### config.mk
export PLATFORM = sky130hd
export DESIGN_NAME = counter_wrap_ctrl
export DESIGN_NICKNAME = d
export VERILOG_FILES = /design/src/rtl/counter_wrap_pkg.sv /design/src/rtl/counter_wrap_ctrl.sv
export SDC_FILE = /design/constraint.sdc
export NUM_CORES = 1
export LEC_CHECK = 0
export ABC_AREA = 1
export CAP_MARGIN = 20
export CORE_UTILIZATION = 25
export DETAILED_ROUTE_END_ITERATION = 12
export GPL_ROUTABILITY_DRIVEN = 0
export MAX_ROUTING_LAYER = met4
export PLACE_DENSITY_LB_ADDON = 0.1
export SLEW_MARGIN = 30
export SYNTH_ARGS = -nofsm -noshare
export SYNTH_HDL_FRONTEND = slang
export SYNTH_SLANG_ARGS = --single-unit
### constraint.sdc
create_clock -name clk -period 2.3 [get_ports clk]
set_input_delay 0.23 -clock clk [delete_from_list [all_inputs] [get_ports clk]]
set_output_delay 0.23 -clock clk [all_outputs]
set_load 0.05 [all_outputs]
### src/rtl/counter_wrap_pkg.sv
// Shared types and helpers for the thresholded wrap counter sequencer.
package counter_wrap_pkg;

    // Sequencer states
    typedef enum logic [1:0] {
        StIdle  = 2'd0,
        StCount = 2'd1,
        StOver  = 2'd2,
        StClear = 2'd3
    } state_e;

    localparam int unsigned DefaultWidth     = 4;
    localparam int unsigned DefaultThreshold = 8;
    localparam int unsigned DefaultWrapsW    = 8;
    localparam int unsigned MaxWidth         = 16;

    // Result of one accepted step
    typedef struct packed {
        logic [MaxWidth-1:0] count;  // next counter value
        logic                over;   // next value exceeds threshold
        logic                clear;  // full-scale wrap straight to the clear cycle
    } step_res_t;

    // Next count for an accepted step. Operands are zero-extended to MaxWidth;
    // width selects the live bits. At full-scale threshold the counter can never
    // exceed it, so the top value wraps directly into the clear cycle.
    function automatic step_res_t next_count(input logic [MaxWidth-1:0] cnt,
                                             input logic [MaxWidth-1:0] thr,
                                             input int unsigned         width);
        step_res_t         res;
        logic [MaxWidth:0] max_val;
        logic [MaxWidth:0] nxt;
        res     = '0;
        max_val = (17'd1 << width) - 17'd1;
        nxt     = '0;
        if ((thr == max_val[MaxWidth-1:0]) && (cnt == max_val[MaxWidth-1:0])) begin
            res.count = '0;
            res.clear = 1'b1;
        end else begin
            nxt       = ({1'b0, cnt} + 17'd1) & max_val;
            res.count = nxt[MaxWidth-1:0];
            res.over  = (nxt[MaxWidth-1:0] > thr);
        end
        return res;
    endfunction

endpackage

### src/rtl/counter_wrap_ctrl.sv
// Thresholded up-counter sequencer: counts accepted steps, flags one OVER
// cycle when the count exceeds the threshold, then forces one CLEAR cycle at 0.
// Threshold writes outside IDLE are deferred to the next CLEAR or IDLE cycle.
// Optional: define COUNTER_WRAP_CTRL_ASSERT_EN to embed protocol assertions.
module counter_wrap_ctrl
    import counter_wrap_pkg::*;
#(
    parameter int unsigned WIDTH             = DefaultWidth,
    parameter int unsigned DEFAULT_THRESHOLD = DefaultThreshold,
    parameter int unsigned WRAPS_W           = DefaultWrapsW
) (
    input  logic               clk,
    input  logic               rst,
    input  logic               enable,
    input  logic               step_valid,
    output logic               step_ready,
    input  logic               thr_we,
    input  logic [WIDTH-1:0]   thr_in,
    output logic [WIDTH-1:0]   threshold,
    output logic [WIDTH-1:0]   counter,
    output logic               over,
    output logic               wrap_pulse,
    output logic [WRAPS_W-1:0] wraps
);

    localparam logic [WIDTH-1:0] ThrReset = WIDTH'(DEFAULT_THRESHOLD);

    state_e             state_q, state_d;
    logic [WIDTH-1:0]   counter_q, counter_d;
    logic [WIDTH-1:0]   thr_q, thr_d;
    logic [WIDTH-1:0]   pend_thr_q, pend_thr_d;
    logic               pend_flag_q, pend_flag_d;
    logic [WRAPS_W-1:0] wraps_q, wraps_d;
    step_res_t          step;

    // State register with immediate asynchronous reset
    always_ff @(posedge clk or posedge rst) begin
        if (rst) begin
            state_q     <= StIdle;
            counter_q   <= '0;
            thr_q       <= ThrReset;
            pend_thr_q  <= ThrReset;
            pend_flag_q <= 1'b0;
            wraps_q     <= '0;
        end else begin
            state_q     <= state_d;
            counter_q   <= counter_d;
            thr_q       <= thr_d;
            pend_thr_q  <= pend_thr_d;
            pend_flag_q <= pend_flag_d;
            wraps_q     <= wraps_d;
        end
    end

    // Next-state, count and threshold update logic
    always_comb begin
        state_d     = state_q;
        counter_d   = counter_q;
        thr_d       = thr_q;
        pend_thr_d  = pend_thr_q;
        pend_flag_d = pend_flag_q;
        wraps_d     = wraps_q;
        step        = next_count(MaxWidth'(counter_q), MaxWidth'(thr_q), WIDTH);

        unique case (state_q)
            StIdle: begin
                // A direct write beats any stale pending value
                if (thr_we) begin
                    thr_d       = thr_in;
                    pend_flag_d = 1'b0;
                end else if (pend_flag_q) begin
                    thr_d       = pend_thr_q;
                    pend_flag_d = 1'b0;
                end
                if (enable) begin
                    state_d = StCount;
                end
            end
            StCount: begin
                // Dropping enable wins over a simultaneous step
                if (!enable) begin
                    state_d = StIdle;
                end else if (step_valid) begin
                    counter_d = step.count[WIDTH-1:0];
                    if (step.clear) begin
                        state_d = StClear;
                    end else if (step.over) begin
                        state_d = StOver;
                    end
                end
            end
            StOver: begin
                counter_d = '0;
                state_d   = StClear;
            end
            StClear: begin
                counter_d = '0;
                if (pend_flag_q) begin
                    thr_d = pend_thr_q;
                end
                pend_flag_d = 1'b0;
                if (wraps_q != {WRAPS_W{1'b1}}) begin
                    wraps_d = wraps_q + WRAPS_W'(1);
                end
                state_d = enable ? StCount : StIdle;
            end
            default: begin
                state_d = StIdle;
            end
        endcase

        // Writes outside IDLE are parked; placed last so a write in CLEAR
        // survives the flag clear above and lands at the next IDLE or CLEAR
        if (thr_we && (state_q != StIdle)) begin
            pend_thr_d  = thr_in;
            pend_flag_d = 1'b1;
        end
    end

    // Outputs decoded from the registered state
    always_comb begin
        step_ready = (state_q == StCount);
        over       = (state_q == StOver);
        wrap_pulse = (state_q == StClear);
        counter    = counter_q;
        threshold  = thr_q;
        wraps      = wraps_q;
    end

`ifdef COUNTER_WRAP_CTRL_ASSERT_EN
    a_over_clears: assert property (
        @(posedge clk) disable iff (rst)
        (counter > threshold) |-> ##1 (counter == '0) ##1 (counter == '0)
    ) else $error("counter_wrap_ctrl: count not cleared after over, state %s", state_q.name());

    a_onehot_out: assert property (
        @(posedge clk) disable iff (rst)
        $onehot0({wrap_pulse, over, step_ready})
    ) else $error("counter_wrap_ctrl: decoded outputs not one-hot, state %s", state_q.name());

    a_wrap_single: assert property (
        @(posedge clk) disable iff (rst)
        wrap_pulse |=> !wrap_pulse
    ) else $error("counter_wrap_ctrl: wrap_pulse longer than one cycle, state %s",
                  state_q.name());
`endif

endmodule
**Yosys cells after proc, flatten, opt, wreduce, memory -nomap -nowiden**

Index checks and enable logic that the tools add are counted.
W data, S select, Z words.

- Register bits after elaboration: 23
- Bits in latches: 0
- Memory bits (writable): 0
- ROM bits: 0
- Input port bits: 9
- Memories kept: 0

- Add/sub/neg operators: 2
- $mul: 0
- Divide/modulo/power cells: 0
- Order comparisons: 1
- Eq/ne operators: 11
- Shift operators: 0
- Mux-type cells: 18
- Bitwise gates (word level): 0
- Reduce and logical (&&, ||, !) cells: 12

Operators with widths:

| kind | count |
|---|---|
| $mux W4 | 5 |
| $pmux W4 S2 | 2 |
| $mux W2 | 5 |
| $add A8 B1 Y8 const B | 1 |
| $eq A4 B4 Y1 const B | 2 |
| $ne A8 B8 Y1 const B | 1 |
| $pmux W2 S4 | 1 |
| $reduce_bool A2 Y1 | 4 |
| $ne A2 B2 Y1 const B | 3 |
| $reduce_and A3 Y1 | 2 |
| $mux W1 | 5 |
| $add A4 B1 Y4 const B | 1 |
| $eq A2 B2 Y1 const B | 2 |
| $gt A4 B4 Y1 | 1 |
| $ne A4 B2 Y1 const B | 1 |
| $reduce_or A2 Y1 | 2 |
| $ne A3 B3 Y1 const B | 1 |
| $eq A2 B1 Y1 const B | 1 |
| $logic_and A1 B1 Y1 | 2 |
| $logic_not A2 Y1 | 1 |
| $reduce_and A2 Y1 | 1 |

**Depth between registers and ports, before layout**

- Depth in word-level cells: 8
- Gate-level depth with buffers: 13
- Depth with buffers taken out: 13

**Worst setup path before layout**

No wires, ideal clock.

- Kind: reg2reg
- Start: register counter_q[0] (netlist: counter[0])
- End: register state_q[0]
- Library setup time: 0.121 ns
- Arrival time: 1.851 ns
- Setup slack: 0.328 ns
- Stages on the path, launching flop included: 13
- Buffers on the path: 0
- Path through: dfrtp_1 > ha_1 > xor2_1 > ha_1 > nand2_1 > inv_1 > nand2_1 > nand2_1 > nand2_1 > nand3_2 > nand3_1 > nand2_1 > o21ai_1

- Longest elaborated chain between the ends: 7

RTL lines:

| element | RTL line | RTL |
|---|---|---|
| start, declared | counter_wrap_ctrl.sv:29 | `logic [WIDTH-1:0] counter_q, counter_d;` |
| start signal, assigned | counter_wrap_ctrl.sv:47 | `counter_q <= counter_d;` |
| parallel branches: the longest is 7 deep, another holds $add A4 B1 Y4 | -- |  |
| end signal, assigned | counter_wrap_ctrl.sv:39 | `state_q <= StIdle;` |
| end signal, assigned | counter_wrap_ctrl.sv:46 | `state_q <= state_d;` |
| end, declared | counter_wrap_ctrl.sv:28 | `state_e state_q, state_d;` |

Parallel ways; which one is timed is not known. The select of a mux whose other input is x is not followed.
A chain may end at the register's enable or synchronous reset.

**Worst setup path after layout**

- Start: register state_q[0]
- End: output over

- Longest elaborated chain between the ends: 1

RTL lines:

| element | RTL line | RTL |
|---|---|---|
| $eq A2 B2 Y1 | counter_wrap_ctrl.sv:123 | `over = (state_q == StOver);` |
| end, declared | counter_wrap_ctrl.sv:21 | `output logic over,` |

Every way passes these cells.

==> metrics.yaml <==
clock_network:
  clk_latency_ns: 0.26
  ctsLongestPathBuffers: 2
  cts_tree: "built"
  cts.sinks: 23
  cts_buffers: 3
  cts_root_buffer: "clkbuf_8"
  cts_hold_buf: 0
  postCtsSetupRepairBufs: 0
  clk_pin_slew_ns: 0.08
  htreeDepth: 1
  cts.repair.resized: 0
logic_synthesis:
  syn_area_mm2: 0.001351
  synth_compound_area_share_pct: 11.67
  synthXorXnorAreaFrac_pct: 5.833
  synthSimpleGateAreaFrac_pct: 20.74
  synthAdderAreaFrac_pct: 9.259
  synthDistinctLibCells: 25
  netlist_instances: 150
  ys_ff_latch: 23
  syn_area_per_cell_um2: 9.009
  yosys-top-cells-area: "dfrtp_1, nand2_1, ha_1, inv_1, o211ai_1"
  synth_warnings: 0
  synth.area.mux_share_pct: 3.333
  ys_seq_area_share_pct: 42.78
  synth_top_family_by_area: "simple AND/OR/NAND/NOR gates"
  synth_top_area_cell: "dfrtp_1"
  synth_top_cell_area_share_pct: 38.89
  synth_nets: 169
sta:
  fin_crit_sh_pct: 93.05
  slew_violations: 0
  clock_skew_ns: 0.003010
  fin_tns_setup_ns: 0
  relSlewSlack_pct: 66.38
  finalHoldViolCount: 0
  period_minus_slack_ns: 2.140
  grt_setup_unrepaired: "false"
  fmax_mhz: 467.3
  setup_viol: 0
  hold_slack_ns: 0.3042
  worst_pin_slew_ns: 0.5027
layout:
  fillers: 536
  syn2layout_area_growth_pct: 30.19
  seq_area_um2: 578.1
  layout.cells.non_filler: 251
  layout-drive-gt1-share_pct: 11.05
  nNetsFinal: 201
  num_antenna_cells: 0
  multi_input_area_um2: 686.9
floorplanning:
  die_x_um: 75.52
  dieArea_mm2: 0.005703
  core_area_mm2: 0.005172
  rows: 26
  ios: 28
  start_util_pct: 26.12
  die_y_um: 75.52
detailed_routing:
  dr.pass1.iters: 4
  detail-route-antenna-nets: 0
  drt_wl_total_mm: 2.941
  routedWlPerCell_um: 11.72
  route.vias.total: 1101
  initialDrtViolationCount: 99
  vias_per_cell: 4.386
  drc_errors: 0
critical_path:
  crit_path_start_kind: "register"
  path_buf_inv: 2
  required_ns: 2.07
  worstPathCellList: "inv_1, ha_1, clkdlybuf4s50_1"
  timing_worst_setup_path_type: "reg -> out"
  critPathCaptureType: "output pin"
  critPathTopFamily: "buffers and inverters"
  cpMaxStageDelayCell: "clkdlybuf4s50_1"
  arrival_ns: 1.91
  crit_path_max_fanout: 6
  critPathMaxStageDelay_ns: 0.83
global_route:
  grt_pass1_wl_mm: 4.698
  grt_usage_pct: 11.55
  grt_pass1_vias: 1009
  grt_remaining_overflow: 0
  antenna_found_initial: 0
  grt_start_max_net_pins: 24
run_status:
  status: "finished, final reports clean"
power:
  p_leak_uw: 0.0007925
  p_per_area_mw_per_mm2: 1390
  ir_drop_v: 0.0005572
run:
  maxCapViolations: 0
placement:
  dp.final_hpwl_mm: 2.258
  post-place-cells: 247
  portBuffers: 27
worst_hold_path:
  hp-class: "in -> async"
-- cell families (layout without fill, tap and decap cells) --
group,count (synthesis),in the layout
AOI/OAI and AO/OA,24,24
xor gates and xnor gates,9,9
adders and majority gates,10,10
buffers and inverters,23,54
DFF,23,23
muxes,4,4
and+or+nand+nor,57,57
-- registers in the layout, summed over array words and instances (netlist names), named ones only --
| register | count |
|---|---|
| counter | 4 |
| pend_flag_q | 1 |
| pend_thr_q | 4 |
| state_q | 1 |
| threshold | 4 |
| wraps | 8 |
-- layout by cell type (no fill, tap or decap), drive strengths merged --
cell / n
xnor2: 5
a21oi: 4
ha: 10
inv: 22
nand3: 9
dfstp: 2
nand2: 37
xor2: 4
nor2: 2
nand4: 5
dfrtp: 21
nor4: 1
or2: 1
buf: 1
clkbuf: 3
o21ai: 11
mux2: 4
a21boi: 1
nor3: 2
clkinv: 1
clkdlybuf4s50: 27
o211ai: 8
-- final cells by class --
class / instances / share of cell area, %
multi-input combinational: 104 / 39.05
clock buffer: 3 / 2.347
tap: 70 / 4.979
clock inverter: 1 / 0.2845
sequential: 23 / 32.86
inverter: 22 / 4.694
timing repair buffer: 28 / 15.79
-- worst reg2reg max path: cells and delay by family, from the launching register on --
family          cells  cell delay, ns
flops               1            0.44
fa+ha+maj           2            0.53
simple gates        7            0.43
xor+xnor            1            0.18
compound gates      1            0.06
buf+inv             1            0.07
-- cell usage after synthesis --
cell,n
a21boi_2,1
a21oi_1,3
a21oi_4,1
clkbuf_1,1
dfrtp_1,21
dfstp_2,2
ha_1,10
inv_1,21
inv_2,1
mux2_2,4
nand2_1,36
nand2_2,1
nand3_1,8
nand3_2,1
nand4_1,5
nor2_1,1
nor2_2,1
nor3_2,2
nor4_4,1
o211ai_1,8
o21ai_0,10
o21ai_1,1
or2_1,1
xnor2_1,5
xor2_1,4
-- stage by stage --
| stage | setup slack [ns] | total power (uW) | cell area (um^2) | utilization [%] |
|---|---|---|---|---|
| after floorplan | 0.3283 | 1797 | 1351 | - |
| after global placement | 0.4542 | 2200 | 1713 | 33.12 |
| after detailed placement | 0.4717 | 2214 | 1713 | 33.12 |
| after CTS | 0.1531 | 2482 | 1759 | 34.01 |
| after global routing | 0.07219 | 2662 | 1759 | 34.01 |
| final | 0.1599 | 2445 | 1759 | 34.01 |
-- final timing paths --
check                      slack, ns  cells past startpoint            end          start
setup / recovery                0.16                      3           over     state_q[0]
hold / removal                  0.30                      3  pend_thr_q[2]            rst
setup reg to reg                0.48                     12     state_q[0]     counter[0]
hold reg to reg                 0.52                      1  pend_thr_q[1]  pend_thr_q[1]
max in group asynchronous       1.70                      3   threshold[3]            rst
min in group clk                0.52                      1  pend_thr_q[1]  pend_thr_q[1]
-- report_power, final --
group	switching, uW	leakage [uW]	internal, uW
Clock	131	0.0000255	121
Combinational	941	0.000476	538
Sequential	144	0.000291	570
-- routing by layer --
layer	vias up	wire length, um	track usage [%]
li1	559	-	-
met1	514	1491	15.32
met2	24	1311	17.06
met3	4	102	2.778
met4	0	36	4.321
met5	-	0	-
Power figures use the tool's default switching activity.
